[config.mk]
export PLATFORM = sky130hd
export DESIGN_NAME = apb_bridge_nslv
export DESIGN_NICKNAME = d
export VERILOG_FILES = /design/src/rtl/apb_bridge_nslv_pkg.sv /design/src/rtl/apb_pclken_div.sv /design/src/rtl/apb_bridge_nslv.sv
export SDC_FILE = /design/constraint.sdc
export NUM_CORES = 1
export LEC_CHECK = 0
export CORE_AREA = 4 4 205 207
export CTS_BUF_LIST = sky130_fd_sc_hd__clkbuf_2
export DETAILED_ROUTE_END_ITERATION = 12
export DIE_AREA = 0 0 209 211
export HOLD_SLACK_MARGIN = 0.02
export SYNTH_ARGS = -nofsm -noshare
export SYNTH_HDL_FRONTEND = slang
export SYNTH_SLANG_ARGS = --single-unit
[constraint.sdc]
create_clock -name HCLK -period 1.7 [get_ports HCLK]
set_input_delay 0.51 -clock HCLK [delete_from_list [all_inputs] [get_ports HCLK]]
set_output_delay 0.51 -clock HCLK [all_outputs]
set_load 0.02 [all_outputs]
[src/rtl/apb_bridge_nslv_pkg.sv]
// apb_bridge_nslv_pkg: shared encodings and strobe generation for the AHB-to-APB bridge
package apb_bridge_nslv_pkg;

   typedef enum logic [2:0] {
      ST_IDLE,
      ST_WAIT,
      ST_SETUP,
      ST_ACCESS,
      ST_ERR1,
      ST_ERR2
   } state_e;

   localparam logic [1:0] HTRANS_IDLE   = 2'd0;
   localparam logic [1:0] HTRANS_BUSY   = 2'd1;
   localparam logic [1:0] HTRANS_NONSEQ = 2'd2;
   localparam logic [1:0] HTRANS_SEQ    = 2'd3;

   localparam logic HRESP_OKAY  = 1'b0;
   localparam logic HRESP_ERROR = 1'b1;

   localparam logic [2:0] HSIZE_BYTE = 3'd0;
   localparam logic [2:0] HSIZE_HALF = 3'd1;
   localparam logic [2:0] HSIZE_WORD = 3'd2;

   function automatic logic [3:0] pstrb_f(input logic [2:0] size, input logic [1:0] a);
      return size == HSIZE_BYTE ? 4'b0001 << a :
             size == HSIZE_HALF ? 4'b0011 << {a[1], 1'b0} : 4'b1111;
   endfunction

endpackage

[src/rtl/apb_pclken_div.sv]
// apb_pclken_div: free-running HCLK divider producing a one-cycle PCLKEN pulse every PCLK_DIV cycles
module apb_pclken_div #(
   parameter int PCLK_DIV = 1
) (
   input  logic HCLK,
   input  logic HRESETn,
   output logic PCLKEN
);

   localparam int CW = PCLK_DIV > 1 ? $clog2(PCLK_DIV) : 1;

   logic [CW-1:0] cnt_q, cnt_d;

   assign PCLKEN = cnt_q == CW'(PCLK_DIV - 1);
   assign cnt_d  = PCLKEN ? '0 : cnt_q + 1'b1;

   always_ff @(posedge HCLK) cnt_q <= !HRESETn ? '0 : cnt_d;

endmodule

[src/rtl/apb_bridge_nslv.sv]
// apb_bridge_nslv: AHB-Lite slave to multi-slave APB3/APB4 master with clock-enable ratio and PREADY timeout
module apb_bridge_nslv #(
   parameter int NSLV     = 10,
   parameter int IDX_W    = 4,
   parameter int SLV_AW   = 16,
   parameter int PCLK_DIV = 1,
   parameter int TMO_CYC  = 256
) (
   input  logic                 HCLK,
   input  logic                 HRESETn,
   input  logic                 HSEL,
   input  logic [31:0]          HADDR,
   input  logic [1:0]           HTRANS,
   input  logic                 HWRITE,
   input  logic [2:0]           HSIZE,
   input  logic [31:0]          HWDATA,
   input  logic                 HREADY,
   output logic                 HREADYOUT,
   output logic                 HRESP,
   output logic [31:0]          HRDATA,
   output logic                 PCLKEN,
   output logic [NSLV-1:0]      PSEL,
   output logic                 PENABLE,
   output logic [31:0]          PADDR,
   output logic                 PWRITE,
   output logic [31:0]          PWDATA,
   output logic [3:0]           PSTRB,
   input  logic [32*NSLV-1:0]   PRDATA,
   input  logic [NSLV-1:0]      PREADY,
   input  logic [NSLV-1:0]      PSLVERR
);

   import apb_bridge_nslv_pkg::*;

   localparam int TW = $clog2(TMO_CYC);

   state_e        state_q;
   logic [31:0]   addr_q;
   logic          write_q;
   logic [2:0]    size_q;
   logic [TW-1:0] tmo_q;
   logic [IDX_W:0] idx;
   logic [31:0]   prdata_sel;
   logic          capture, bad_idx, sel_ready, sel_err;

   apb_pclken_div #(.PCLK_DIV(PCLK_DIV)) u_div (
      .HCLK    (HCLK),
      .HRESETn (HRESETn),
      .PCLKEN  (PCLKEN)
   );

   assign capture   = HSEL & HREADY & (HTRANS == HTRANS_NONSEQ || HTRANS == HTRANS_SEQ);
   assign idx       = {1'b0, addr_q[SLV_AW+IDX_W-1:SLV_AW]};
   assign bad_idx   = idx >= (IDX_W+1)'(NSLV);
   // PSEL is one-hot during SETUP/ACCESS, so masking with it selects the addressed slave
   assign sel_ready = |(PREADY & PSEL);
   assign sel_err   = |(PSLVERR & PSEL);

   always_comb begin
      prdata_sel = '0;
      for (int i = 0; i < NSLV; i++) prdata_sel |= PSEL[i] ? PRDATA[32*i +: 32] : 32'h0;
   end

   always_ff @(posedge HCLK) begin
      if (!HRESETn) begin
         state_q   <= ST_IDLE;
         HREADYOUT <= 1'b1;
         HRESP     <= HRESP_OKAY;
         HRDATA    <= '0;
         PSEL      <= '0;
         PENABLE   <= 1'b0;
         PADDR     <= '0;
         PWRITE    <= 1'b0;
         PWDATA    <= '0;
         PSTRB     <= '0;
         addr_q    <= '0;
         write_q   <= 1'b0;
         size_q    <= '0;
         tmo_q     <= '0;
      end else begin
         case (state_q)
            ST_IDLE, ST_ERR2: begin
               HRESP     <= HRESP_OKAY;
               HREADYOUT <= !capture;
               state_q   <= capture ? ST_WAIT : ST_IDLE;
               if (capture) begin
                  addr_q  <= HADDR;
                  write_q <= HWRITE;
                  size_q  <= HSIZE;
               end
            end
            ST_WAIT: if (PCLKEN) begin
               if (bad_idx) begin
                  state_q <= ST_ERR1;
                  HRESP   <= HRESP_ERROR;
                  HRDATA  <= '0;
               end else begin
                  state_q <= ST_SETUP;
                  PSEL    <= NSLV'(1) << idx;
                  PADDR   <= addr_q;
                  PWRITE  <= write_q;
                  PWDATA  <= HWDATA;
                  PSTRB   <= write_q ? pstrb_f(size_q, addr_q[1:0]) : 4'h0;
               end
            end
            ST_SETUP: if (PCLKEN) begin
               state_q <= ST_ACCESS;
               PENABLE <= 1'b1;
               tmo_q   <= '0;
            end
            ST_ACCESS: if (PCLKEN) begin
               if (sel_ready || tmo_q == TW'(TMO_CYC - 1)) begin
                  PSEL    <= '0;
                  PENABLE <= 1'b0;
               end
               if (sel_ready && !sel_err) begin
                  state_q   <= ST_IDLE;
                  HRDATA    <= write_q ? 32'h0 : prdata_sel;
                  HREADYOUT <= 1'b1;
               end else if (sel_ready || tmo_q == TW'(TMO_CYC - 1)) begin
                  state_q <= ST_ERR1;
                  HRESP   <= HRESP_ERROR;
                  HRDATA  <= '0;
               end else begin
                  tmo_q <= tmo_q + 1'b1;
               end
            end
            ST_ERR1: begin
               state_q   <= ST_ERR2;
               HREADYOUT <= 1'b1;
            end
            default: state_q <= ST_IDLE;
         endcase
      end
   end

endmodule

Yosys cells after proc, flatten, opt, wreduce, memory -nomap -nowiden
Index checks and enable logic that the tools add are counted.

operators by class
  multiply operators = 0
  add/sub/neg operators = 2
  order comparisons = 1
  div/mod/pow operators = 0
  bitwise operators = 15
  reduce and logical (&&, ||, !) cells = 24
  eq/ne operators = 19
  muxes and demuxes = 51
  shifts and indexed selects = 3

operator list
  operator                number
  $mux W32                16
  $or A32 B32 Y32         9
  $pmux W32 S2            1
  $mux W10                4
  $mux W8                 4
  $and A10 B10 Y10        2
  $pmux W10 S2            1
  $reduce_or A10 Y1       2
  $mux W3                 6
  $ne A2 B2 Y1 const B    9
  $pmux W8 S2             1
  $pmux W3 S5             1
  $reduce_and A5 Y1       3
  $mux W4                 3
  $mux W1                 11
  $shl A1 B4 Y10 const A  1
  $add A8 B1 Y8 const B   1
  $eq A8 B8 Y1 const B    1
  $reduce_and A4 Y1       2
  $eq A3 B1 Y1 const B    2
  $eq A3 B2 Y1 const B    2
  $eq A3 B3 Y1 const B    2
  $logic_not A3 Y1        2
  $pmux W1 S3             2
  18 further kinds        27

storage, ports and cells
  bits in read-only memories = 0
  latch bits = 0
  memories kept = 0
  output and inout bits = 115
  memory bits (writable) = 0
  input port bits = 414
  register bits after elaboration = 162

Logic depth before layout (Yosys ltp)
Gate-level depths: netlist of run 1.

  depth after elaboration = 14
  gate-level depth with buffers = 9
  gate-level depth less buffers = 6

By module
A second synthesis of run 1 with hierarchy kept.

unflattened totals
  cell total of the unflattened synthesis = 983
  area total of the unflattened synthesis = 8,197.9 µm²

by module, submodules not included
  module           times used  area an instance (µm²)  cells each  sequential area each (µm²)
  apb_bridge_nslv  1           8,170.3                 980         3,223.1
  apb_pclken_div   1           27.5                    3           20.0

Least setup slack after synthesis of run 1
No wires, ideal clock.

  path kind = register to register
  start = reg PSEL[0]
  end = reg HRDATA[0]
  clock period less this slack = 1.796 ns
  buffers on the path = 2
  required time = 1.632 ns
  setup slack = -0.096 ns
  setup time = 0.068 ns
  cell stages (with the launch flop) = 8
  arrival time = 1.728 ns
  cell sequence = dfxtp_1 > buf_2 > a22oi_2 > nand3_1 > or3_4 > a21oi_4 > buf_6 > o2bb2ai_2

between the ends
  longest elaborated chain between the ends = 14
  elaborated cells between the ends (all ways) = 23
  classes of those cells = eq/ne (1); mux (5); bitwise (11); reduce/logical (6)

RTL lines
  item                           line                    source
  from (decl)                    apb_bridge_nslv.sv:22   output logic [NSLV-1:0] PSEL,
  from (signal assigned)         apb_bridge_nslv.sv:99   PSEL <= NSLV'(1) << idx;
  $mux W32                       apb_bridge_nslv.sv:61   for (int i = 0; i < NSLV; i++) prdata_sel |= PSEL[i] ? PRDATA[32*i +: 32] : 32'h0;
  $or A32 B32 Y32 (9 in series)  apb_bridge_nslv.sv:61
  $mux W32                       apb_bridge_nslv.sv:118  HRDATA <= write_q ? 32'h0 : prdata_sel;
  $mux W32                       apb_bridge_nslv.sv:116  if (sel_ready && !sel_err) begin
  $mux W32                       apb_bridge_nslv.sv:111  ST_ACCESS: if (PCLKEN) begin
  $pmux W32 S2                   apb_bridge_nslv.sv:81   case (state_q)
  to (signal assigned)           apb_bridge_nslv.sv:118
  to (decl)                      apb_bridge_nslv.sv:20   output logic [31:0] HRDATA,

Several ways; a longest one is shown, not always the timed one. The select of a mux whose other input is x is not followed.
A chain may end at the register's enable or synchronous reset.

Worst setup path in the final report of run 1
  start = reg PSEL[3]
  end = reg HRDATA[16]

between the ends
  longest elaborated chain between the ends = 12
  elaborated cells between the ends (all ways) = 21
  classes of those cells = eq/ne (1); mux (5); bitwise (9); reduce/logical (6)

RTL lines
  item                           line
  $mux W32                       apb_bridge_nslv.sv:61
  $or A32 B32 Y32 (7 in series)  apb_bridge_nslv.sv:61
  $mux W32                       apb_bridge_nslv.sv:118
  $mux W32                       apb_bridge_nslv.sv:116
  $mux W32                       apb_bridge_nslv.sv:111
  $pmux W32 S2                   apb_bridge_nslv.sv:81

Several ways; a longest one is shown, not always the timed one. The select of a mux whose other input is x is not followed.

==> flow_summary.toml, run 1 <==
[worst_setup_path]
critical_path_class = "flop to flop"
timing.critical_path.required_ns = 2.41
crit_path_start_kind = "flop"
crit_fanout = 8
data_arrival_time_at_the_worst_slack_endpoint_ns = 2.83
end_kind = "flop"
reg2regPathDepth = 9

[timing]
final.setup_skew_ns = 0.0534
post-route-period-util = 1.25
max-slew-margin-rel = 0.636
slew_viol_final = 0
final.min_clock_period_ns = 2.12
final_critical_path_setup_slack_ns = -0.422
timing.final.setup_violations = 175
finalHoldViolCount = 0
fmax_achieved_ghz = 0.471
tightestPinTransition_ns = 0.545
rsz0062_at_grt = "yes"

[pwr]
worst_ir_drop_vdd_mv = 0.536
p_leak_nw = 6.07
power_density_mw_per_mm2 = 510

[clock_tree]
insertion_delay_ns = 0.80
tritoncts = "built"
clockRootBuffer = "sky130_fd_sc_hd__clkbuf_2"
clk_pin_slew_ns = 0.28
cts_buffer_depth = 2
cts-htree-levels = 4
cts_buffer_count = 17
cts_num_sinks = 162

[floorplanning]
placement_rows = 74
dieArea_mm2 = 0.0441
floorplan.io_pins = 529
area_of_the_placeable_core_mm2 = 0.0404
vertical_die_dimension_um = 211
die-width_um = 209
floorplan.initialDensity = 0.196

[final_layout]
final_layout_size_suffix_gt1_frac = 0.363
post-route-cell-area_mm2 = 0.0166
design.final.nets = 2001
area.growth.synth_to_final_pct = 110
utilization = 0.412

[status]
outcome = "finished, violations left"
violations = "setup timing"

[grt]
globalRouteTotalUtil = 0.207
global_route_wire_length_before_repair_um = 69200
antenna_found_initial = 17
gr-total-overflow = 0
vias_in_the_first_global_route = 10500
grt_start_max_net_pins = 99

[detailed_routing]
drt_drc_violations_left = 0
route.detailed.wl_per_inst_um = 23.4
ant_nets = 0
postRouteWirelength_um = 50200
initialDrtViolationCount = 726
detailroute.via_count = 10400
drt-vias-per-instance = 4.84
drt_first_pass_iters = 5

[yosys]
synth_edf_count = 0
syn_std_cell_area_mm2 = 0.00791
synth_ff_type = "sky130_fd_sc_hd__dfxtp_1"
netlist_top_cells_count = "sky130_fd_sc_hd__nand2_1, sky130_fd_sc_hd__dfxtp_1, sky130_fd_sc_hd__a21oi_1"
postSynthCellCount = 941
syn_avg_cell_area_um2 = 8.41
share_of_synthesized_flip_flops_with_an_asynchronous_set_or_reset = 0
yosys-top-cells-area = "sky130_fd_sc_hd__dfxtp_1, sky130_fd_sc_hd__nand2_1, sky130_fd_sc_hd__a221oi_1"
synth_area_leader_cell = "sky130_fd_sc_hd__dfxtp_1"
synth_nets = 1356
postSynthRegisterBits = 162
synthesis.yosys.warnings = 0
synthDistinctLibCells = 53
synth.yosys.seq_area_share = 0.410
yosys.area.top_type_share = 0.410
synthMostInstantiatedCell = "sky130_fd_sc_hd__nand2_1"

[place]
gpl.final_weighted_congestion = 0.980
port_buffers = 527
placedInstanceArea_mm2 = 0.0145
dp_wirelength_um = 36800
dpl_worst_slack_ns = -0.709

[min_path]
hold_path.class = "input pin to flop"
hold-path-cell-count = 3

[run]
cap_viol_max_count = 0
through the flow:
stage / power, mW / TNS, ns / std cells / hold slack [ns]
floorplan: 4.47 / -2.23 / 941 / 0.432
global placement: 5.79 / -38.86 / 2009 / 0.435
detailed placement: 5.80 / -42.76 / 2009 / 0.444
CTS: 8.48 / -43.53 / 2097 / 0.0581
global route: 8.89 / -54.56 / 2142 / 0.0672
finish: 8.49 / -29.26 / 2143 / 0.201
flip-flops by register name, indices dropped and copies added, names as in the netlist, 3 cells and up:
signal / flops
PSEL: 10
addr_q: 32
PWDATA: 32
state_q: 3
HRDATA: 32
size_q: 3
tmo_q: 8
PADDR: 32
PSTRB: 4
worst max-delay path: stages, from the launching register on:
cell	delay, ns
sky130_fd_sc_hd__dfxtp_4	0.43
sky130_fd_sc_hd__buf_6	0.12
sky130_fd_sc_hd__a22oi_2	0.19
sky130_fd_sc_hd__o211ai_1	0.19
sky130_fd_sc_hd__or3_4	0.44
sky130_fd_sc_hd__a21oi_4	0.17
sky130_fd_sc_hd__buf_12	0.14
sky130_fd_sc_hd__buf_12	0.12
sky130_fd_sc_hd__buf_16	0.14
sky130_fd_sc_hd__o2bb2ai_2	0.09
cells in the final DEF (no fill, tap or decap), drive strengths merged, types with 16 or more instances in the layout:
cell / count
clkdlybuf4s50: 412
nor2: 16
a221oi: 65
buf: 295
a22oi: 40
dfxtp: 162
and3: 34
a22o: 65
clkbuf: 25
o2bb2ai: 32
a21oi: 113
nand2: 228
repair_timing:
action	CTS	global route
buffers inserted	52	31
endpoints found under the setup margin	203	204
gates resized for setup	865	123
hold buffers	0	0
pin swaps	13	49
cloned	4	7
power by group:
group | switching, mW | internal (mW) | leakage (nW)
clock network | 1.62 | 0.869 | 0.162
registers | 0.0588 | 3.87 | 1.37
logic | 0.761 | 1.31 | 4.54
layer usage:
metal / track usage / vias to the layer above / part of all wire
met5: 0 / - / 0.00054
met4: 0.0545 / 4 / 0.028
met3: 0.0719 / 74 / 0.080
met2: 0.378 / 481 / 0.52
met1: 0.231 / 5013 / 0.37
li1: - / 4809 / -
final cells by class:
class / count / area (µm²)
clock inverters: 13 / 178
diodes: 12 / 30.0
flip-flops and latches: 162 / 3430
repair buffers: 713 / 7440
multi-input cells: 688 / 4770
well taps: 532 / 666
inverters: 4 / 21.3
fillers: 4047 / 23700
clock buffers: 19 / 95.1
logic make-up (layout without fill, tap and decap cells):
kind of cell	after synthesis	in the layout	share of synthesized area
DFF	162	162	0.410
AOI/OAI and AO/OA	349	349	0.341
other	1	13	0.000474
buffers and inverters	91	749	0.0512
adders and majority gates	1	1	0.00158
and+or+nand+nor	325	325	0.181
xor gates and xnor gates	2	2	0.00221
muxes	10	10	0.0126
worst paths after layout:
kind	startpoint	to	slack (ns)
setup / recovery	PSEL[3]	HRDATA[16]	-0.42
hold / removal	HWDATA[10]	PWDATA[10]	0.20
setup reg to reg	PSEL[3]	HRDATA[16]	-0.42
hold reg to reg	addr_q[6]	PADDR[6]	0.45
Power figures use the tool's default switching activity.
==> inputs of run 2 (changes only) <==
- CORE_AREA: 4 4 205 207 -> 4 4 202 204
- DIE_AREA: 0 0 209 211 -> 0 0 206 208
- clock period: 1.7 -> 2.2 ns (I/O delays scaled with it)
==> flow_summary.toml, run 2 (synthesized netlist as in run 1, its figures left out) <==
[status]
outcome = "complete, no violations"

[final_layout]
layout_common_cells = "sky130_fd_sc_hd__clkdlybuf4s50_1, sky130_fd_sc_hd__nand2_1, sky130_fd_sc_hd__buf_4"
final_layout_size_suffix_gt1_frac = 0.265
post-route-cell-area_mm2 = 0.0146
utilization = 0.371
final_cell_count_no_fill = 2049
area.growth.synth_to_final_pct = 83.9
fillers = 4046
layout.cells.most_common = "sky130_fd_sc_hd__clkdlybuf4s50_1"
design.final.nets = 1916

[timing]
finalHoldViolCount = 0
rsz0062_at_grt = "yes"
whs_ns = 0.342
fmax_achieved_ghz = 0.469
final.setup_skew_ns = 0.0558
timing.final.setup_violations = 0
max-slew-margin-rel = 0.659
slew_viol_final = 0
tightestPinTransition_ns = 0.511
totalNegativeSetupSlack_ns = 0
final.min_clock_period_ns = 2.13
post-route-period-util = 0.969

[clock_tree]
cts_buffer_depth = 2
cts_hold_repair.buffers = 0
clockRootBuffer = "sky130_fd_sc_hd__clkbuf_2"
cts_num_sinks = 162
tritoncts = "built"
cts-htree-levels = 4
cts_buffer_count = 17
insertion_delay_ns = 0.82
clk_pin_slew_ns = 0.31

[pwr]
p_leak_nw = 5.28
internal_power_mw = 4.47
pwr-share-clk = 0.309
pwr-share-seq = 0.475
power_frac_comb = 0.216
power_density_mw_per_mm2 = 439
worst_ir_drop_vdd_mv = 0.473
p_sw_mw = 1.92
power.switching_fraction = 0.300

[floorplanning]
floorplan.initialDensity = 0.201
floorplan.io_pins = 529
die-width_um = 206
vertical_die_dimension_um = 208
area_of_the_placeable_core_mm2 = 0.0393
dieArea_mm2 = 0.0428
placement_rows = 73

[worst_setup_path]
crit_fanout = 2
critical_path.slowest_cell = "sky130_fd_sc_hd__dfxtp_2"
critical_path.top_delay_family = "flip-flops"
critical_path_class = "flop to output pin"
critical_path.cell_chain = "buf_8 -> buf_6"
data_arrival_time_at_the_worst_slack_endpoint_ns = 1.47
worst-path-buf-inv = 2
critical_path.max_stage_delay_ns = 0.40
ff2ff_setup_slack_ns = 0.08
timing.critical_path.required_ns = 1.54
end_kind = "output pin"
crit_path_start_kind = "flop"

[place]
dp_wirelength_um = 36700
gpl.final_weighted_congestion = 0.961
port_buffers = 527
post-place-cells = 1962
placedInstanceArea_mm2 = 0.0140

[detailed_routing]
route.detailed.wl_per_inst_um = 23.7
drt-vias-per-instance = 4.87
postRouteWirelength_um = 48600
detailroute.via_count = 9979
ant_nets = 0
initialDrtViolationCount = 558
drt_drc_violations_left = 0
drt_first_pass_iters = 5

[min_path]
hold_path.class = "input pin to flop"

[grt]
global_route_wire_length_before_repair_um = 66200
globalRouteTotalUtil = 0.208
antenna_found_initial = 18
vias_in_the_first_global_route = 9927
grt_start_max_net_pins = 70
gr-total-overflow = 0

[run]
cap_viol_max_count = 0
## run 2: worst min-delay path: stages
cell and delay [ns]:
sky130_fd_sc_hd__clkdlybuf4s50_1 0.39, sky130_fd_sc_hd__nand2_1 0.05, sky130_fd_sc_hd__a21oi_1 0.05
## run 2: area by class of cell
| type | instances | area, µm² | share of cell area |
|---|---|---|---|
| timing repair buffer | 628 | 5840 | 0.401 |
| sequential | 162 | 3410 | 0.234 |
| antenna | 10 | 25.0 | 0.00172 |
| clock inverter | 15 | 205 | 0.0141 |
| inverter | 4 | 21.3 | 0.00146 |
| tap | 525 | 657 | 0.0451 |
| multi-input combinational | 688 | 4310 | 0.296 |
| clock buffer | 17 | 85.1 | 0.00585 |
## run 2: layer usage
layer  GRT usage  part of all wire  vias to the layer above
li1            -                 -                     4633
met1       0.223              0.36                     4806
met2       0.381              0.52                      471
met3      0.0681             0.095                       65
met4      0.0723             0.024                        4
met5           0           0.00054                        -
## run 2: timing repair
action / in CTS / in global routing
setup buffers: 38 / 6
gates cloned: 0 / 3
setup endpoints to repair: 125 / 65
resized for setup: 633 / 39
pin swaps: 0 / 7
## run 2: through the flow
step	worst slack, ns	power [mW]
after floorplan	0.268	3.45
after global placement	-0.521	4.44
after detailed placement	-0.577	4.46
after CTS	-0.110	6.47
after global routing	-0.116	6.71
final	0.0691	6.39
## run 2: power by group through the flow
stage / clock network (mW) / logic (mW) / registers [mW]
global placement: 0 / 1.35 / 3.10
global route: 2.20 / 1.46 / 3.05
detailed placement: 0 / 1.36 / 3.10
floorplan: 0 / 0.324 / 3.13
finish: 1.98 / 1.38 / 3.03
CTS: 2.08 / 1.36 / 3.03
## run 2: worst paths after layout
| check | startpoint | cells after the start | endpoint |
|---|---|---|---|
| worst min-delay path | HWDATA[31] | 3 | PWDATA[31] |
| worst max-delay path | PSEL[7] | 2 | PSEL[7] |
| worst min register to register | addr_q[27] | 2 | PADDR[27] |
| worst max register to register | PSEL[3] | 9 | HRDATA[10] |
